<file path="config.mk">
export PLATFORM = sky130hd
export DESIGN_NAME = mem_stage
export DESIGN_NICKNAME = d
export VERILOG_FILES = /design/src/rtl/ex_stage_pkg.sv /design/src/rtl/mem_stage_pkg.sv /design/src/rtl/mem_stage.sv
export SDC_FILE = /design/constraint.sdc
export NUM_CORES = 1
export LEC_CHECK = 0
export BUFFER_PORTS_ARGS = -buffer_cell sky130_fd_sc_hd__buf_4
export CORE_MARGIN = 5
export CORE_UTILIZATION = 49
export DETAILED_ROUTE_END_ITERATION = 12
export PLACE_DENSITY = 0.89
export SETUP_SLACK_MARGIN = 0.05
export SLEW_MARGIN = 20
export SYNTH_ARGS = -nofsm -noshare
export SYNTH_HDL_FRONTEND = slang
export SYNTH_SLANG_ARGS = --single-unit
export TNS_END_PERCENT = 50
</file>
<file path="constraint.sdc">
create_clock -name clk -period 2.5 [get_ports clk]
set_input_delay 0.375 -clock clk [delete_from_list [all_inputs] [get_ports clk]]
set_output_delay 0.375 -clock clk [all_outputs]
set_load 0.03 [all_outputs]
</file>
<file path="src/rtl/ex_stage_pkg.sv">
// Types produced by the EX stage and consumed by the memory stage.
package ex_stage_pkg;

  typedef struct packed {
    logic [4:0]  rd;
    logic [31:0] opr_b;
    logic [31:0] opr_res;
    logic        rf_en;
    logic        dm_en;
    logic [1:0]  wb_sel;
    logic        br_taken;
  } ex_stage_out_t;

endpackage

</file>
<file path="src/rtl/mem_stage_pkg.sv">
// Memory-stage types: output record, FSM states and small classification helpers.
package mem_stage_pkg;
  import ex_stage_pkg::ex_stage_out_t;

  localparam logic [1:0] WB_SEL_MEM = 2'd2;

  typedef enum logic [1:0] {
    IDLE = 2'd0,
    REQ  = 2'd1,
    RSP  = 2'd2
  } mem_state_e;

  typedef struct packed {
    logic [4:0]  rd;
    logic [31:0] opr_res;
    logic [31:0] ld_data;
    logic        rf_en;
    logic [1:0]  wb_sel;
    logic        err;
  } mem_stage_out_t;

  // A store is dm_en; a load is a non-store that writes back from memory.
  function automatic logic is_mem_op(input ex_stage_out_t ex);
    return ex.dm_en || (ex.wb_sel == WB_SEL_MEM);
  endfunction

  // An errored result never writes the register file and carries no load data.
  function automatic mem_stage_out_t make_out(input logic [4:0]  rd,
                                              input logic [31:0] opr_res,
                                              input logic [31:0] ld_data,
                                              input logic        rf_en,
                                              input logic [1:0]  wb_sel,
                                              input logic        err);
    mem_stage_out_t o;
    o.rd      = rd;
    o.opr_res = opr_res;
    o.ld_data = err ? 32'h0 : ld_data;
    o.rf_en   = rf_en & ~err;
    o.wb_sel  = wb_sel;
    o.err     = err;
    return o;
  endfunction

endpackage

</file>
<file path="src/rtl/mem_stage.sv">
// Pipeline memory stage: pass-through, aligned load/store over a req/gnt/rvalid bus,
// misaligned and timeout errors reported through err and a one-cycle bus_err pulse.
module mem_stage
  import ex_stage_pkg::*;
  import mem_stage_pkg::*;
#(
  parameter int TIMEOUT = 255
) (
  input  logic           clk,
  input  logic           rst_n,
  input  ex_stage_out_t  ex_in,
  input  logic           ex_valid,
  output logic           ex_ready,
  output mem_stage_out_t mem_out,
  output logic           mem_valid,
  input  logic           wb_ready,
  output logic           dm_req,
  output logic           dm_we,
  output logic [31:0]    dm_addr,
  output logic [31:0]    dm_wdata,
  input  logic           dm_gnt,
  input  logic           dm_rvalid,
  input  logic [31:0]    dm_rdata,
  output logic           bus_err,
  output mem_state_e     dbg_state
);

  localparam int CW = $clog2(TIMEOUT + 1);

  mem_state_e     state_q, state_d;
  logic [CW-1:0]  cnt_q, cnt_d;
  mem_stage_out_t mem_out_q, mem_out_d;
  logic           mem_valid_q, mem_valid_d;
  logic           dm_req_q, dm_req_d;
  logic           dm_we_q, dm_we_d;
  logic [31:0]    dm_addr_q, dm_addr_d;
  logic [31:0]    dm_wdata_q, dm_wdata_d;
  logic [4:0]     hold_rd_q, hold_rd_d;
  logic           hold_rf_en_q, hold_rf_en_d;
  logic [1:0]     hold_wb_sel_q, hold_wb_sel_d;
  logic           xfer, misaligned, timed_out, fail, bus_err_c;
  logic           unused_br_taken;

  // Handshakes: a beat moves on a rising edge where valid && ready; ready never
  // depends on valid, and the sender holds its payload until the beat moves.
  assign ex_ready   = (state_q == IDLE) && (!mem_valid_q || wb_ready);
  assign xfer       = ex_valid && ex_ready;
  assign misaligned = ex_in.opr_res[1:0] != 2'b00;
  assign timed_out  = cnt_q == CW'(TIMEOUT - 1);
  assign unused_br_taken = ex_in.br_taken;

  always_comb begin
    state_d       = state_q;
    cnt_d         = cnt_q;
    mem_out_d     = mem_out_q;
    mem_valid_d   = mem_valid_q && !wb_ready;
    dm_req_d      = dm_req_q;
    dm_we_d       = dm_we_q;
    dm_addr_d     = dm_addr_q;
    dm_wdata_d    = dm_wdata_q;
    hold_rd_d     = hold_rd_q;
    hold_rf_en_d  = hold_rf_en_q;
    hold_wb_sel_d = hold_wb_sel_q;
    fail          = 1'b0;
    bus_err_c     = 1'b0;
    case (state_q)
      IDLE: begin
        if (xfer) begin
          if (!is_mem_op(ex_in) || misaligned) begin
            mem_out_d   = make_out(ex_in.rd, ex_in.opr_res, 32'h0, ex_in.rf_en,
                                   ex_in.wb_sel, is_mem_op(ex_in));
            mem_valid_d = 1'b1;
            bus_err_c   = is_mem_op(ex_in);
          end else begin
            state_d       = REQ;
            cnt_d         = '0;
            dm_req_d      = 1'b1;
            dm_we_d       = ex_in.dm_en;
            dm_addr_d     = ex_in.opr_res;
            dm_wdata_d    = ex_in.opr_b;
            hold_rd_d     = ex_in.rd;
            hold_rf_en_d  = ex_in.rf_en;
            hold_wb_sel_d = ex_in.wb_sel;
          end
        end
      end
      REQ: begin
        if (dm_gnt) begin
          dm_req_d = 1'b0;
          if (dm_we_q) begin
            mem_out_d   = make_out(hold_rd_q, dm_addr_q, 32'h0, hold_rf_en_q,
                                   hold_wb_sel_q, 1'b0);
            mem_valid_d = 1'b1;
            state_d     = IDLE;
          end else begin
            // A same-cycle rvalid is deliberately not looked at here.
            state_d = RSP;
            cnt_d   = '0;
          end
        end else if (timed_out) begin
          fail = 1'b1;
        end else begin
          cnt_d = cnt_q + CW'(1);
        end
      end
      RSP: begin
        if (dm_rvalid) begin
          mem_out_d   = make_out(hold_rd_q, dm_addr_q, dm_rdata, hold_rf_en_q,
                                 hold_wb_sel_q, 1'b0);
          mem_valid_d = 1'b1;
          state_d     = IDLE;
        end else if (timed_out) begin
          fail = 1'b1;
        end else begin
          cnt_d = cnt_q + CW'(1);
        end
      end
      default: state_d = IDLE;
    endcase
    if (fail) begin
      mem_out_d   = make_out(hold_rd_q, dm_addr_q, 32'h0, hold_rf_en_q,
                             hold_wb_sel_q, 1'b1);
      mem_valid_d = 1'b1;
      dm_req_d    = 1'b0;
      bus_err_c   = 1'b1;
      state_d     = IDLE;
      cnt_d       = '0;
    end
  end

  always_ff @(posedge clk) begin
    if (!rst_n) begin
      state_q       <= IDLE;
      cnt_q         <= '0;
      mem_out_q     <= '0;
      mem_valid_q   <= 1'b0;
      dm_req_q      <= 1'b0;
      dm_we_q       <= 1'b0;
      dm_addr_q     <= '0;
      dm_wdata_q    <= '0;
      hold_rd_q     <= '0;
      hold_rf_en_q  <= 1'b0;
      hold_wb_sel_q <= '0;
    end else begin
      state_q       <= state_d;
      cnt_q         <= cnt_d;
      mem_out_q     <= mem_out_d;
      mem_valid_q   <= mem_valid_d;
      dm_req_q      <= dm_req_d;
      dm_we_q       <= dm_we_d;
      dm_addr_q     <= dm_addr_d;
      dm_wdata_q    <= dm_wdata_d;
      hold_rd_q     <= hold_rd_d;
      hold_rf_en_q  <= hold_rf_en_d;
      hold_wb_sel_q <= hold_wb_sel_d;
    end
  end

  // The error pulse marks the deciding cycle itself, so it is not registered.
  assign bus_err   = rst_n && bus_err_c;
  assign mem_out   = mem_out_q;
  assign mem_valid = mem_valid_q;
  assign dm_req    = dm_req_q;
  assign dm_we     = dm_we_q;
  assign dm_addr   = dm_addr_q;
  assign dm_wdata  = dm_wdata_q;
  assign dbg_state = state_q;

endmodule

</file>
==> impl_metrics.prom <==
# TYPE chip_impl_metric gauge
chip_impl_metric{name="initial_util",unit=""} 0.498
chip_impl_metric{name="finalClockSkew",unit="ps"} 10.8
chip_impl_metric{name="gp_congestion",unit=""} 0.850
chip_impl_metric{name="synth-async-reset-ratio",unit=""} 0
chip_impl_metric{name="postSynthRegisterBits",unit=""} 158
chip_impl_metric{name="postSynthCellCount",unit=""} 754
chip_impl_metric{name="groute.usage.overall",unit=""} 0.242
chip_impl_metric{name="cap_viol_max_count",unit=""} 0
chip_impl_info{name="worstSetupPathType",value="flip-flop to output port"} 1
chip_impl_metric{name="total_die_area",unit="um2"} 15800
chip_impl_metric{name="viasPerCell",unit=""} 5.50
chip_impl_metric{name="filler_cell_count",unit=""} 1024
chip_impl_metric{name="core_area",unit="um2"} 13200
chip_impl_metric{name="synth_seq_area_share",unit=""} 0.482
chip_impl_metric{name="final_period_minus_worst_setup_slack",unit="ps"} 2350
chip_impl_metric{name="timing.final.hold_violations",unit=""} 0
chip_impl_metric{name="tns",unit="ps"} 0
chip_impl_metric{name="grt_first_pass_wirelength",unit="mm"} 31.5
chip_impl_info{name="synth_top_area_cell",value="dfxtp_1"} 1
chip_impl_metric{name="dr.pass1.iters",unit=""} 4
chip_impl_metric{name="drive_above_1_share",unit=""} 0.323
chip_impl_metric{name="finalCoreUtilization",unit=""} 0.701
chip_impl_metric{name="cts_inserted_buffers",unit=""} 17
chip_impl_metric{name="cellLeakagePower",unit="uW"} 0.00416
chip_impl_metric{name="die_height",unit="um"} 126
chip_impl_info{name="synth-main-ff-cell",value="dfxtp_1"} 1
chip_impl_metric{name="powerDensity",unit="nW/um2"} 1080
chip_impl_metric{name="timing.fmax",unit="MHz"} 425
chip_impl_metric{name="critPathMaxFanout",unit=""} 7
chip_impl_metric{name="synth_nets",unit=""} 873
chip_impl_metric{name="period_share",unit=""} 0.941
chip_impl_metric{name="route.final.wire_length",unit="mm"} 19.8
chip_impl_info{name="dominant_cells_by_area_after_synthesis",value="dfxtp_1 (48%), nand2_1 (10%), a21boi_1 (8.0%)"} 1
chip_impl_metric{name="worst-slew-pin-transition",unit="ps"} 600
chip_impl_metric{name="n_antenna_cell",unit=""} 0
chip_impl_metric{name="grt_remaining_overflow",unit=""} 0
chip_impl_info{name="end_kind",value="output port"} 1
chip_impl_metric{name="synth-edff-count",unit=""} 0
chip_impl_info{name="hold_class",value="input port to flip-flop"} 1
chip_impl_metric{name="cts_hold_buffers",unit=""} 0
chip_impl_metric{name="yosysWarningCount",unit=""} 0
chip_impl_info{name="cts-root-buf",value="clkbuf_16"} 1
chip_impl_metric{name="yosysTopAreaCellShare",unit=""} 0.482
chip_impl_metric{name="clk_pin_slew",unit="ps"} 60
chip_impl_metric{name="areaGrowthSynthToFinish",unit="%"} 41.0
chip_impl_metric{name="numPortBuffers",unit=""} 254
chip_impl_metric{name="finish.net_count",unit=""} 1100
chip_impl_metric{name="whs_path_depth",unit=""} 3
chip_impl_metric{name="remaining_drc_errors",unit=""} 0
chip_impl_metric{name="cp_data_required_time",unit="ps"} 2120
chip_impl_info{name="rsz0062_at_grt",value="no"} 1
chip_impl_metric{name="detail_route.iter0.violations",unit=""} 416
chip_impl_metric{name="number_of_global_route_vias_before_repair",unit=""} 6188
chip_impl_info{name="critPathLaunchType",value="flip-flop"} 1
chip_impl_metric{name="report.final.slew_viol_count",unit=""} 0
chip_impl_info{name="tritoncts_clock_tree",value="done"} 1
chip_impl_metric{name="worst-r2r-cell-count",unit=""} 9
chip_impl_metric{name="timing.final.setup_violations",unit=""} 0
chip_impl_metric{name="grt_start_max_net_pins",unit=""} 72
chip_impl_metric{name="dr_total_vias",unit=""} 6431
chip_impl_metric{name="arrival",unit="ps"} 1980
chip_impl_metric{name="slew-limit-headroom",unit=""} 0.598
chip_impl_metric{name="clk_lat_worst_skew",unit="ps"} 420
chip_impl_metric{name="syn_area",unit="um2"} 6560
chip_impl_metric{name="grt_antenna_before_repair",unit=""} 1
chip_impl_metric{name="clockBufferDepth",unit=""} 2
chip_impl_info{name="run_status",value="complete, no violations"} 1
chip_impl_metric{name="io-pin-count",unit=""} 256
chip_impl_metric{name="h-tree-depth",unit=""} 4
chip_impl_metric{name="wl_per_cell",unit="um"} 16.9
chip_impl_metric{name="die_width",unit="um"} 126
chip_impl_metric{name="fp-row-count",unit=""} 42
chip_impl_metric{name="detailed_place_hpwl",unit="mm"} 13.4
chip_impl_metric{name="power.ir.vdd_worst",unit="mV"} 0.824
chip_impl_metric{name="yosys.cell_types.count",unit=""} 48
chip_impl_metric{name="drt.antenna.violating_nets",unit=""} 0
chip_impl_metric{name="postSynthAreaPerCell",unit="um2"} 8.70
chip_impl_metric{name="clock_sinks",unit=""} 158
path summary, 6_finish.rpt:
check	slack (ps)	startpoint	endpoint
setup / recovery	150	dbg_state[1]$_SDFFE_PP0P_	bus_err
hold / removal	200	ex_in[59]	dm_wdata[22]$_SDFFE_PN0P_
setup reg to reg	240	dbg_state[1]$_SDFFE_PP0P_	mem_out[52]$_SDFFE_PN0P_
hold reg to reg	450	mem_out[31]$_SDFFE_PP0P_	mem_out[31]$_SDFFE_PP0P_
repair_timing:
item	4_1_cts	5_1_grt
hold endpoints to repair	0	0
setup endpoints to repair	1	15
pin swaps	1	1
buffers inserted	1	0
gates resized for setup	7	6
cell usage after synthesis, drive strengths merged, types with 4 or more instances:
cell and count:
clkbuf 44, nor2 15, nor3 6, inv 5, and2 5, and3 5
nand2 183, o211a 39, o21ai 43, a21boi 71, a21oi 42, a22oi 39
nand3 33, a31oi 5, ha 7, a211oi 4, buf 21, dfxtp 158
report_power, final:
group / total, uW / internal (uW) / switching, uW
sequential: 3210 / 2950 / 255
clock: 2680 / 1680 / 1000
combinational: 4080 / 1520 / 2560
total: 9970 / 6150 / 3820
cell type report:
type / instances / area, um2 / share of cell area
timing repair buffer: 273 / 2090 / 0.226
clock buffer: 23 / 488 / 0.0528
inverter: 5 / 18.8 / 0.00203
sequential: 158 / 3170 / 0.343
multi-input combinational: 526 / 3130 / 0.339
clock inverter: 9 / 131 / 0.0142
tap: 176 / 220 / 0.0238
sequential cells by signal (all words and copies together) (netlist names), 2 cells and up:
signal,flops
hold_wb_sel_q,2
dm_wdata,32
dbg_state,2
hold_rd_q,5
dm_addr,32
cnt_q,8
mem_out,73
cell families after synthesis:
| group | share of synthesized area |
|---|---|
| simple gates | 0.173 |
| compound gates | 0.278 |
| flops | 0.482 |
| buf+inv | 0.0505 |
| fa+ha+maj | 0.0133 |
| mux | 0.00305 |
metal layers:
layer,share of wire,vias up,global-route usage
li1,-,3099,-
met1,0.40,3065,0.296
met2,0.49,241,0.395
met3,0.099,24,0.0931
met4,0.015,2,0.0791
met5,0.0010,-,0
cell usage in the layout, fill, tap and decap left out, drive strengths merged, types with 7 or more instances in the layout:
cell / count
a21boi: 71
a21oi: 42
a22oi: 39
buf: 273
clkbuf: 23
dfxtp: 158
ha: 7
nand2: 183
nand3: 33
nor2: 15
o211a: 39
o21ai: 43
critical path, cell delays in order, from the launching register on:
cell       delay [ps]
dfxtp_4           380
inv_1              80
ha_2              220
and2b_4           200
o2111ai_4         200
o41ai_2           120
and2_1            190
buf_4             170
through the flow:
stage               total power [uW]  worst slack, ps  cell area (um2)  std cells  hold slack, ps
CTS                            10000             84.1             9230       1170             188
detailed placement              7290             62.6             8570       1137             444
global route                   10500             50.2             9250       1170             190
floorplan                       5940              135             6560        754             435
finish                          9970              146             9250       1170             199
global placement                7230              112             8570       1137             439
(Power assumes the default switching activity.)
